--- src/rtl/rx_fifo_buff_if.sv ---
// Bus between the RX packet assembler / APB register side and the receive FIFO.
// The master drives pushes, pops and error clears; the slave (the FIFO) returns head data and status.
interface rx_fifo_buff_if #(
  parameter int DATA_WIDTH = 8,
  parameter int DEPTH      = 4
);
  logic                    load_buffer;
  logic [DATA_WIDTH-1:0]   packet_data;
  logic                    data_read;
  logic                    clear_errors;
  logic [DATA_WIDTH-1:0]   rx_data;
  logic                    data_ready;
  logic                    overrun_error;
  logic [$clog2(DEPTH):0]  fifo_count;
  logic                    almost_full;

  modport master (
    output load_buffer, packet_data, data_read, clear_errors,
    input  rx_data, data_ready, overrun_error, fifo_count, almost_full
  );

  modport slave (
    input  load_buffer, packet_data, data_read, clear_errors,
    output rx_data, data_ready, overrun_error, fifo_count, almost_full
  );
endinterface

--- src/rtl/rx_fifo_buff.sv ---
// DEPTH-entry show-ahead receive FIFO between the RX packet assembler and the APB register side.
// Tracks fill level, almost-full, and a sticky overrun flag for pushes dropped while full.
module rx_fifo_buff #(
  parameter int DATA_WIDTH = 8,
  parameter int DEPTH      = 4,
  parameter int AF_LEVEL   = 3
) (
  input  logic              clk,
  input  logic              n_rst,
  rx_fifo_buff_if.slave     bus
);
  localparam int PTR_W = $clog2(DEPTH);
  localparam int CNT_W = PTR_W + 1;

  logic [DATA_WIDTH-1:0] mem [DEPTH];
  logic [PTR_W-1:0]      wr_ptr;
  logic [PTR_W-1:0]      rd_ptr;
  logic [CNT_W-1:0]      count;
  logic                  overrun;
  logic                  is_empty;
  logic                  is_full;
  logic                  do_push;
  logic                  do_pop;

  // A full FIFO still accepts a push when the same cycle pops, since a slot frees up.
  assign is_empty = (count == '0);
  assign is_full  = (count == CNT_W'(DEPTH));
  assign do_pop   = bus.data_read && !is_empty;
  assign do_push  = bus.load_buffer && (!is_full || do_pop);

  always_ff @(posedge clk) begin
    if (do_push) begin
      mem[wr_ptr] <= bus.packet_data;
    end
  end

  always_ff @(posedge clk or negedge n_rst) begin
    if (!n_rst) begin
      wr_ptr  <= '0;
      rd_ptr  <= '0;
      count   <= '0;
      overrun <= 1'b0;
    end else begin
      if (do_push) begin
        wr_ptr <= wr_ptr + PTR_W'(1);
      end
      if (do_pop) begin
        rd_ptr <= rd_ptr + PTR_W'(1);
      end
      case ({do_push, do_pop})
        2'b10:   count <= count + CNT_W'(1);
        2'b01:   count <= count - CNT_W'(1);
        default: count <= count;
      endcase
      // A dropped push wins over a same-cycle clear so the loss is never hidden.
      if (bus.load_buffer && !do_push) begin
        overrun <= 1'b1;
      end else if (bus.clear_errors) begin
        overrun <= 1'b0;
      end
    end
  end

  assign bus.rx_data       = is_empty ? '0 : mem[rd_ptr];
  assign bus.data_ready    = !is_empty;
  assign bus.overrun_error = overrun;
  assign bus.fifo_count    = count;
  assign bus.almost_full   = (count >= CNT_W'(AF_LEVEL));
endmodule

--- src/flat_wrapper.sv ---
// flat-port wrapper written by rule: the top's interface ports become plain ports
module rx_fifo_buff_flat 
#(
  parameter int DATA_WIDTH = 8,
  parameter int DEPTH      = 4,
  parameter int AF_LEVEL   = 3
)
  (clk, n_rst, bus_load_buffer, bus_packet_data, bus_data_read, bus_clear_errors, bus_rx_data, bus_data_ready, bus_overrun_error, bus_fifo_count, bus_almost_full);
  rx_fifo_buff_if #(.DATA_WIDTH(DATA_WIDTH), .DEPTH(DEPTH)) bus_i ();
  input  logic clk;
  input  logic n_rst;
  input wire logic [$bits(bus_i.load_buffer)-1:0] bus_load_buffer;
  input wire logic [$bits(bus_i.packet_data)-1:0] bus_packet_data;
  input wire logic [$bits(bus_i.data_read)-1:0] bus_data_read;
  input wire logic [$bits(bus_i.clear_errors)-1:0] bus_clear_errors;
  output wire logic [$bits(bus_i.rx_data)-1:0] bus_rx_data;
  output wire logic [$bits(bus_i.data_ready)-1:0] bus_data_ready;
  output wire logic [$bits(bus_i.overrun_error)-1:0] bus_overrun_error;
  output wire logic [$bits(bus_i.fifo_count)-1:0] bus_fifo_count;
  output wire logic [$bits(bus_i.almost_full)-1:0] bus_almost_full;
  assign bus_i.load_buffer = bus_load_buffer;
  assign bus_i.packet_data = bus_packet_data;
  assign bus_i.data_read = bus_data_read;
  assign bus_i.clear_errors = bus_clear_errors;
  assign bus_rx_data = bus_i.rx_data;
  assign bus_data_ready = bus_i.data_ready;
  assign bus_overrun_error = bus_i.overrun_error;
  assign bus_fifo_count = bus_i.fifo_count;
  assign bus_almost_full = bus_i.almost_full;
  rx_fifo_buff #(.DATA_WIDTH(DATA_WIDTH), .DEPTH(DEPTH), .AF_LEVEL(AF_LEVEL)) u_core (.clk(clk), .n_rst(n_rst), .bus(bus_i));
endmodule
--- config.mk ---
export PLATFORM = sky130hd
export DESIGN_NAME = rx_fifo_buff_flat
export DESIGN_NICKNAME = d
export VERILOG_FILES = /design/src/rtl/rx_fifo_buff_if.sv /design/src/rtl/rx_fifo_buff.sv /design/src/flat_wrapper.sv
export SDC_FILE = /design/constraint.sdc
export NUM_CORES = 1
export LEC_CHECK = 0
export CAP_MARGIN = 20
export CORE_UTILIZATION = 47
export DETAILED_ROUTE_END_ITERATION = 10
export PLACE_DENSITY = 0.75
export SLEW_MARGIN = 30
export SYNTH_ARGS = -nofsm -noshare
export SYNTH_HDL_FRONTEND = slang
export SYNTH_SLANG_ARGS = --single-unit
--- constraint.sdc ---
create_clock -name clk -period 2.1 [get_ports clk]
set_input_delay 0.42 -clock clk [delete_from_list [all_inputs] [get_ports clk]]
set_output_delay 0.42 -clock clk [all_outputs]
set_load 0.005 [all_outputs]
==> results of run 1 <==
## state kept, by name, indices dropped and copies added (netlist names)
name and cells:
u_core.bus.fifo_count 3, u_core.bus.overrun_error 1, u_core.mem 32, u_core.rd_ptr 2, u_core.wr_ptr 2
## cell type report
cell class                 instances  area share, %
sequential                        40           51.4
multi-input combinational         43           22.5
timing repair buffer              46           20.2
tap                               46           2.54
clock buffer                       7           1.99
inverter                           7           1.16
clock inverter                     1          0.221
## power breakdown
group / leakage, uW / internal (uW) / switching (uW)
Clock: 0.0000293 / 131 / 221
Combinational: 0.000472 / 954 / 513
Sequential: 0.000386 / 1070 / 143
## final timing paths
path                       depth (start not counted)                              endpoint
min                                                1          u_core.rd_ptr[0]$_DFFE_PN0P_
max                                                5                        bus_rx_data[2]
max reg2reg                                        9  u_core.bus.fifo_count[2]$_DFFE_PN0P_
max in group asynchronous                          1  u_core.bus.fifo_count[0]$_DFFE_PN0P_
min in group clk                                   2  u_core.bus.overrun_error$_DFFE_PN0P_
min reg2reg                                        2  u_core.bus.overrun_error$_DFFE_PN0P_
## metrics by stage
| step | area, um^2 | cells |
|---|---|---|
| final | 2270 | 190 |
| after global routing | 2270 | 190 |
| after CTS | 2250 | 189 |
| after detailed placement | 2100 | 171 |
| after global placement | 2100 | 171 |
| after floorplan | 1710 | 93 |
## repair_timing
item                       in CTS  in global routing
setup endpoints to repair       9                  9
gates resized for setup        49                  5
pin swaps                       9                  3
hold buffers                    0                  0
setup buffers                  10                  1
## kinds of logic (layout without fill, tap and decap cells)
logic type	after synthesis	count (layout)	synth area share [%]
flip-flops	40	40	67.8
AND/OR/NAND/NOR	19	19	8.47
multiplexers	10	10	12.0
buffers and inverters	10	61	3.14
adder cells (fa/ha/maj)	6	6	4.82
XOR/XNOR	6	6	3.07
AO/OA/AOI/OAI	2	2	0.730
## critical path, delay by kind of cell, from the launching register on
family	cells	cell delay [ns]
buffers and inverters	3	0.36
flip-flops	1	0.40
multiplexers	1	0.47
AND/OR/NAND/NOR	1	0.14
## layout by cell type, fill, tap and decap left out, drive strengths merged
cell | netlist | final
a21o | 1 | 1
and2 | 13 | 13
buf | 2 | 28
clkbuf | 1 | 7
clkdlybuf4s50 | 0 | 16
clkinv | 0 | 1
dfrtp | 8 | 8
dlymetal6s2s | 0 | 2
edfxtp | 32 | 32
fa | 1 | 1
ha | 5 | 5
inv | 7 | 7
mux2 | 1 | 1
mux2i | 1 | 1
mux4 | 8 | 8
nand2 | 1 | 1
nand3 | 1 | 1
nor2 | 1 | 1
nor2b | 1 | 1
nor4b | 1 | 1
o21ai | 1 | 1
or3 | 1 | 1
xnor2 | 3 | 3
xor2 | 3 | 3
## metal layers
| layer | track usage [%] | share of wire, % | wire, um | vias to the layer above |
|---|---|---|---|---|
| met5 | 0 | 0 | 0 | - |
| met4 | 6.10 | 0.99 | 30 | 0 |
| met2 | 29.8 | 53 | 1600 | 18 |
| li1 | - | - | - | 440 |
| met3 | 5.84 | 3.8 | 115 | 5 |
| met1 | 20.8 | 42 | 1280 | 469 |
==> impl_metrics.toml, run 1 <==
[floorplanning]
io_pins = 27
die_area_um2 = 3890
core_area_um2 = 3420
rows = 21
dieHeight_um = 62.4
die_width_um = 62.4
initial_core_util_pct = 50.1

[global_routing]
grt_use_total_pct = 17.5
overflow = 0
antenna_found_initial = 0
grt_max_degree = 13
grt_pass1_vias = 1030
grt_pass1_wl_um = 4890

[drt]
via_per_inst = 4.91
vias = 932
first_iter_violations = 29
antenna_left = 0
firstDrtPassIters = 4
drc = 0
wirelength_um = 3030
wl_per_cell_um = 15.9

[synth]
synth_common_cells = "edfxtp_1 (32), and2_1 (12), dfrtp_1 (8), mux4_2 (8), inv_1 (7)"
synth_seq_area_share_pct = 67.8
ys.flop_type = "edfxtp_1"
synth_area_leaders = "edfxtp_1 (56%), dfrtp_1 (12%), mux4_2 (11%)"
syn_nets = 112
synth_cell_types = 22
synthArstFlopShare_pct = 20.0
synth-seq-cells = 40
post_synth_inst_count = 93
synth_warnings = 0
syn-mean-instance-area_um2 = 18.4
synth_most_common_cell = "edfxtp_1"
synth_area_um2 = 1710
synth_edf_count = 32
synth_top_cell_area_share_pct = 56.1
yosysTopAreaCell = "edfxtp_1"

[power]
p_leak_uw = 0.000888
power_uw = 3040
ir_drop_uv = 563
power_density_nw_per_um2 = 1340

[place]
port_buffers = 26
hpwl_um = 1980
gp_congestion = 0.845
place_ws_ns = -0.323

[sta]
worst_slack_ns = -0.0263
period_share_pct = 101
slew_headroom_pct = 70.8
holdWs_ns = 0.363
clock_skew_ns = 0.00929
drv_slew = 0
min_period_ns = 2.13
tns_ns = -0.110
rsz0062_at_grt = "true"
fmax_mhz = 470
final_hold_viol_count = 0
setup_viol = 7
worst_slew_pin_slew_ns = 0.438

[cells_and_area]
diodes = 0
fillCellCount = 255
drive_above_1_share_pct = 38.9
area_growth_pct = 32.4
multi_input_area_um2 = 510
seq_area_um2 = 1160
nNetsFinal = 162
utilization_pct = 66.4

[critical_path]
reg2reg_setup_slack_ns = 0.09
slowest_delay_ns = 0.47
path_cells = "buf_6 -> buf_4 -> mux4_2 -> and2_1 -> buf_2"
crit_start = "u_core.rd_ptr[0]$_DFFE_PN0P_"
arrival_ns = 1.71
crit_type = "reg2out"
timing.rr.start = "u_core.bus.fifo_count[0]$_DFFE_PN0P_"
cp-end-kind = "primary output"
worst_setup_path_start_kind = "flop"
worstPathRequired_ns = 1.68
path_max_fanout = 3
critPathSlowestCell = "mux4_2"

[run_status]
status = "finished with violations"
violations = "setup timing"

[clock_network]
numCtsBuffers = 5
clock_path_buffers = 2
clk_latency_ns = 0.34
tritoncts = "done"
clk_pin_slew_ns = 0.10
clockRootBuffer = "clkbuf_4"
ctsHtreeMaxLevel = 2
cts.sinks = 40

[min_path]
hp-class = "in2async"

[job]
drv_cap = 0
(Power assumes the default switching activity.)
==> run 2, diff against run 1 <==
CORE_UTILIZATION = 52   (was 47)
PLACE_DENSITY = 0.81   (was 0.75)
==> run 2 against run 1 <==
Against the previous run: the flow still finishes with violations (setup timing); clock-buffer cell count decreased by 2; non-clock buffer count increased by 11; wire length increased by 23%; design area increased by 7.5%; critical path type unchanged; largest cell class unchanged.
==> impl_metrics.toml, run 2 (synthesis gave the netlist of run 1 again) <==
[sta]
slew_headroom_pct = 69.2
period_share_pct = 104
tns_ns = -0.350
clock_skew_ns = 0.00743
min_period_ns = 2.19
worst_slack_ns = -0.0879
fmax_mhz = 457
worst_slew_pin_slew_ns = 0.462
drv_slew = 0
final_hold_viol_count = 0
setup_viol = 5
rsz0062_at_grt = "true"

[global_routing]
grt_pass1_vias = 1074
overflow = 0
grt_use_total_pct = 23.6
grt_max_degree = 14
grt_pass1_wl_um = 5450
antenna_found_initial = 0

[critical_path]
cp_top_family = "multiplexers"
worst_setup_path_start_kind = "flop"
critPathSlowestCell = "mux4_2"
arrival_ns = 1.77
crit_start = "u_core.rd_ptr[0]$_DFFE_PN0P_"
cp-end-kind = "primary output"
rr_endpoint = "u_core.bus.fifo_count[2]$_DFFE_PN0P_"
r2r_cells = 10
crit_type = "reg2out"
timing.rr.start = "u_core.bus.fifo_count[0]$_DFFE_PN0P_"
path_cells = "buf_6 -> buf_6 -> mux4_2 -> and2_1 -> buf_2"
cpMostUsedCell = "buf_6"
reg2reg_setup_slack_ns = -0.03
worstPathRequired_ns = 1.68
critPathBufInv = 3
path_max_fanout = 4
slowest_delay_ns = 0.49

[drt]
wl_per_cell_um = 18.7
firstDrtPassIters = 4
wirelength_um = 3730
first_iter_violations = 40
drc = 0
vias = 1020
antenna_left = 0
via_per_inst = 5.13

[power]
netSwitchingPower_uw = 1010
power_density_nw_per_um2 = 1500
ir_drop_uv = 979
p_seq_share_pct = 33.4
p_leak_uw = 0.000966
p_sw_share_pct = 27.5
p_comb_share_pct = 46.4
clockPowerShare_pct = 20.2
internal_power_uw = 2660

[cells_and_area]
drive_above_1_share_pct = 48.4
area_growth_pct = 42.2
seq_area_um2 = 1170
nNetsFinal = 173
fillCellCount = 177
utilization_pct = 79.1
layout_commonest_cell = "edfxtp_1"
largest_reg_flops = 32
finalNonFillerCells = 199
diodes = 0
multi_input_area_um2 = 522
largest_register = "u_core.mem"
mostFrequentLayoutCells = "edfxtp_1 (32), buf_4 (20), clkdlybuf4s50_1 (17)"

[clock_network]
cts.sinks = 40
clk_latency_ns = 0.35
clockRootBuffer = "clkbuf_4"
postCtsHoldBufs = 0
tritoncts = "done"
clk_pin_slew_ns = 0.12
numCtsBuffers = 5
ctsHtreeMaxLevel = 2
clock_path_buffers = 2

[floorplanning]
io_pins = 27
die_width_um = 59.4
core_area_um2 = 3080
dieHeight_um = 59.4
rows = 20
die_area_um2 = 3530
initial_core_util_pct = 55.7

[min_path]
hp-class = "in2async"

[run_status]
violations = "setup timing"
status = "finished with violations"

[place]
hpwl_um = 2320
gp_congestion = 0.658
port_buffers = 26
dp.cells = 174

[job]
drv_cap = 0
## run 2: cell count changes in the layout (fill, tap and decap cells not counted), sizes merged
cell           delta
clkbuf            -2
bufinv            +3
dlymetal6s2s      -2
clkdlybuf4s50     +1
dlygate4sd2       +1
buf              +11
clkinv            -1
## run 2: metal layers
metal / track usage, % / vias up / part of all wire (%) / wire (um)
met2: 38.8 / 31 / 54 / 2010
met5: 0 / - / 0 / 0
met1: 27.5 / 513 / 38 / 1430
met3: 6.99 / 13 / 4.2 / 155
li1: - / 463 / - / -
met4: 13.6 / 0 / 3.7 / 139
## run 2: cell type report
| class | count | share of cell area, % |
|---|---|---|
| clock inverters | 3 | 3.70 |
| well taps | 44 | 2.26 |
| clock buffers | 5 | 1.54 |
| flip-flops and latches | 40 | 47.9 |
| inverters | 7 | 1.08 |
| repair buffers | 57 | 22.1 |
| multi-input cells | 43 | 21.4 |
## run 2: timing repair
action | in CTS | in global routing
hold endpoints to repair | 0 | 0
pin swaps | 10 | 7
resized for setup | 54 | 10
setup endpoints to repair | 10 | 10
cloned | 0 | 0
buffers inserted | 15 | 3
## run 2: power groups by stage
stage	sequential (uW)	combinational, uW	clock (uW)
after floorplan	1170	702	0
after global placement	1220	1200	0
after detailed placement	1250	1270	0
after CTS	1220	1580	748
after global routing	1240	1820	778
final	1230	1700	740
## run 2: how the worst max path moves through the flow
| stage | to | cells after the start |
|---|---|---|
| after floorplan | u_core.bus.fifo_count[2]$_DFFE_PN0P_ | 9 |
| after global placement | u_core.bus.fifo_count[2]$_DFFE_PN0P_ | 10 |
| after detailed placement | u_core.bus.fifo_count[2]$_DFFE_PN0P_ | 10 |
| after CTS | bus_rx_data[7] | 5 |
| after global routing | bus_rx_data[7] | 5 |
| final | bus_rx_data[7] | 5 |
## run 2: stage by stage
step / area [um^2] / hold WS, ns / setup WS [ns] / power, uW
after floorplan: 1710 / 0.124 / 0.140 / 1870
after global placement: 2120 / 0.514 / -0.225 / 2430
after detailed placement: 2120 / 0.527 / -0.292 / 2520
after CTS: 2390 / 0.325 / -0.0867 / 3550
after global routing: 2440 / 0.337 / -0.131 / 3840
final: 2440 / 0.333 / -0.0879 / 3670
==> run 3, diff against run 2 <==
GPL_TIMING_DRIVEN = 0   (was unset)
==> run 3 against run 2 <==
Against the previous run: total power fell by 11%; via count is 6.8% lower; critical path depth stayed put; maximum frequency grew 0.31%; final cell count shrank 5.5%; sequential cell count unchanged; core utilization down 4.0 points; the run still ends with setup timing left; non-clock buffer count decreased by 11; die area did not move; clock power fell by 51%.
==> impl_metrics.toml, run 3 (synthesis gave the netlist of run 1 again) <==
[run_status]
status = "finished with violations"
violations = "setup timing"

[floorplanning]
rows = 20
core_area_um2 = 3080
dieHeight_um = 59.4
io_pins = 27
initial_core_util_pct = 55.7
die_area_um2 = 3530
die_width_um = 59.4

[clock_network]
clock_path_buffers = 2
numCtsBuffers = 5
tritoncts = "done"
clk_pin_slew_ns = 0.11
ctsHtreeMaxLevel = 2
cts.sinks = 40
clk_latency_ns = 0.35
clockRootBuffer = "clkbuf_4"

[cells_and_area]
largest_register = "u_core.mem"
finalInstanceArea_um2 = 2310
largest_reg_flops = 32
mostFrequentLayoutCells = "edfxtp_1 (32), clkdlybuf4s50_1 (16), buf_6 (11)"
finalNonFillerCells = 188
nNetsFinal = 162
area_growth_pct = 35.1
layout_commonest_cell = "edfxtp_1"
diodes = 0
fillCellCount = 190
drive_above_1_share_pct = 43.1

[drt]
via_per_inst = 5.06
antenna_left = 0
firstDrtPassIters = 4
wl_per_cell_um = 17.2
drc = 0
first_iter_violations = 32
wirelength_um = 3240
vias = 951

[sta]
final_hold_viol_count = 0
fmax_mhz = 458
slew_headroom_pct = 68.8
period_share_pct = 104
setup_viol = 8
drv_slew = 0
clock_skew_ns = 0.0147
tns_ns = -0.436
rsz0062_at_grt = "true"
worst_slew_pin_slew_ns = 0.467
worst_slack_ns = -0.0812
min_period_ns = 2.18

[critical_path]
rr_endpoint = "u_core.bus.fifo_count[2]$_DFFE_PN0P_"
cp-end-kind = "primary output"
arrival_ns = 1.76
reg2reg_setup_slack_ns = 0.04
worst_setup_path_start_kind = "flop"
r2r_cells = 9
crit_type = "reg2out"
timing.rr.start = "u_core.bus.fifo_count[1]$_DFFE_PN0P_"
path_max_fanout = 3
worstPathRequired_ns = 1.68

[job]
drv_cap = 0

[place]
dp.cells = 163
hpwl_um = 1950
gp_congestion = 0.678
placed_area_um2 = 2030
port_buffers = 26
place_ws_ns = -0.499

[global_routing]
overflow = 0
grt_pass1_vias = 1003
grt_use_total_pct = 20.7
grt_max_degree = 13
antenna_found_initial = 0
grt_pass1_wl_um = 4840

[power]
p_leak_uw = 0.000904
ir_drop_uv = 842
power_density_nw_per_um2 = 1410

[min_path]
hp-class = "in2async"
==> run 3: worst max-delay path by stage <==
stage / start / to / slack [ns] / cells past startpoint
floorplan: u_core.bus.fifo_count[0]$_DFFE_PN0P_ / u_core.bus.fifo_count[2]$_DFFE_PN0P_ / 0.14 / 9
global placement: bus_data_read / u_core.bus.fifo_count[2]$_DFFE_PN0P_ / -0.44 / 10
detailed placement: bus_data_read / u_core.bus.fifo_count[2]$_DFFE_PN0P_ / -0.50 / 10
CTS: u_core.rd_ptr[0]$_DFFE_PN0P_ / bus_rx_data[4] / -0.09 / 5
global route: u_core.rd_ptr[0]$_DFFE_PN0P_ / bus_rx_data[5] / -0.15 / 5
finish: u_core.rd_ptr[0]$_DFFE_PN0P_ / bus_rx_data[5] / -0.08 / 5
==> run 3: cell type report <==
cell class	instances	area [um^2]	area share, %
plain buffers	3	35.0	1.51
inverters	7	26.3	1.14
clock buffers	7	45.0	1.95
multi-input cells	43	526	22.7
well taps	44	55.1	2.38
repair buffers	43	455	19.7
flip-flops and latches	40	1170	50.4
clock inverters	1	5.00	0.216
==> run 3: power by group <==
part	switching, uW	total [uW]	internal, uW
registers	110	1190	1080
clock network	233	364	131
logic	604	1700	1100
==> run 3: timing repair <==
action	CTS	global route
hold buffers	0	0
gates cloned	1	1
pin swaps	9	3
setup buffers	9	6
endpoints found under the setup margin	10	9
gates resized for setup	48	18
==> run 3: stage by stage <==
step           util (%)  hold slack, ns  power (uW)
6_report           75.2           0.354        3250
5_1_grt            75.2           0.367        3440
4_1_cts            71.3           0.353        3020
3_5_place_dp       65.9           0.522        2410
3_3_place_gp       65.9           0.514        2350
2_1_floorplan         -           0.124        1870
==> run 3: worst max-delay path: stages, from the launching register on <==
cell and delay [ns]:
dfrtp_2 0.43, clkbuf_16 0.15, buf_8 0.10, mux4_2 0.49
and2_4 0.16, buf_6 0.11
==> run 3: per-layer routing <==
metal	up-vias	track usage (%)	part of all wire, %
met4	0	7.14	1.3
met2	23	37.9	58
met5	-	0	0
met1	480	22.2	37
li1	441	-	-
met3	7	6.55	4.2
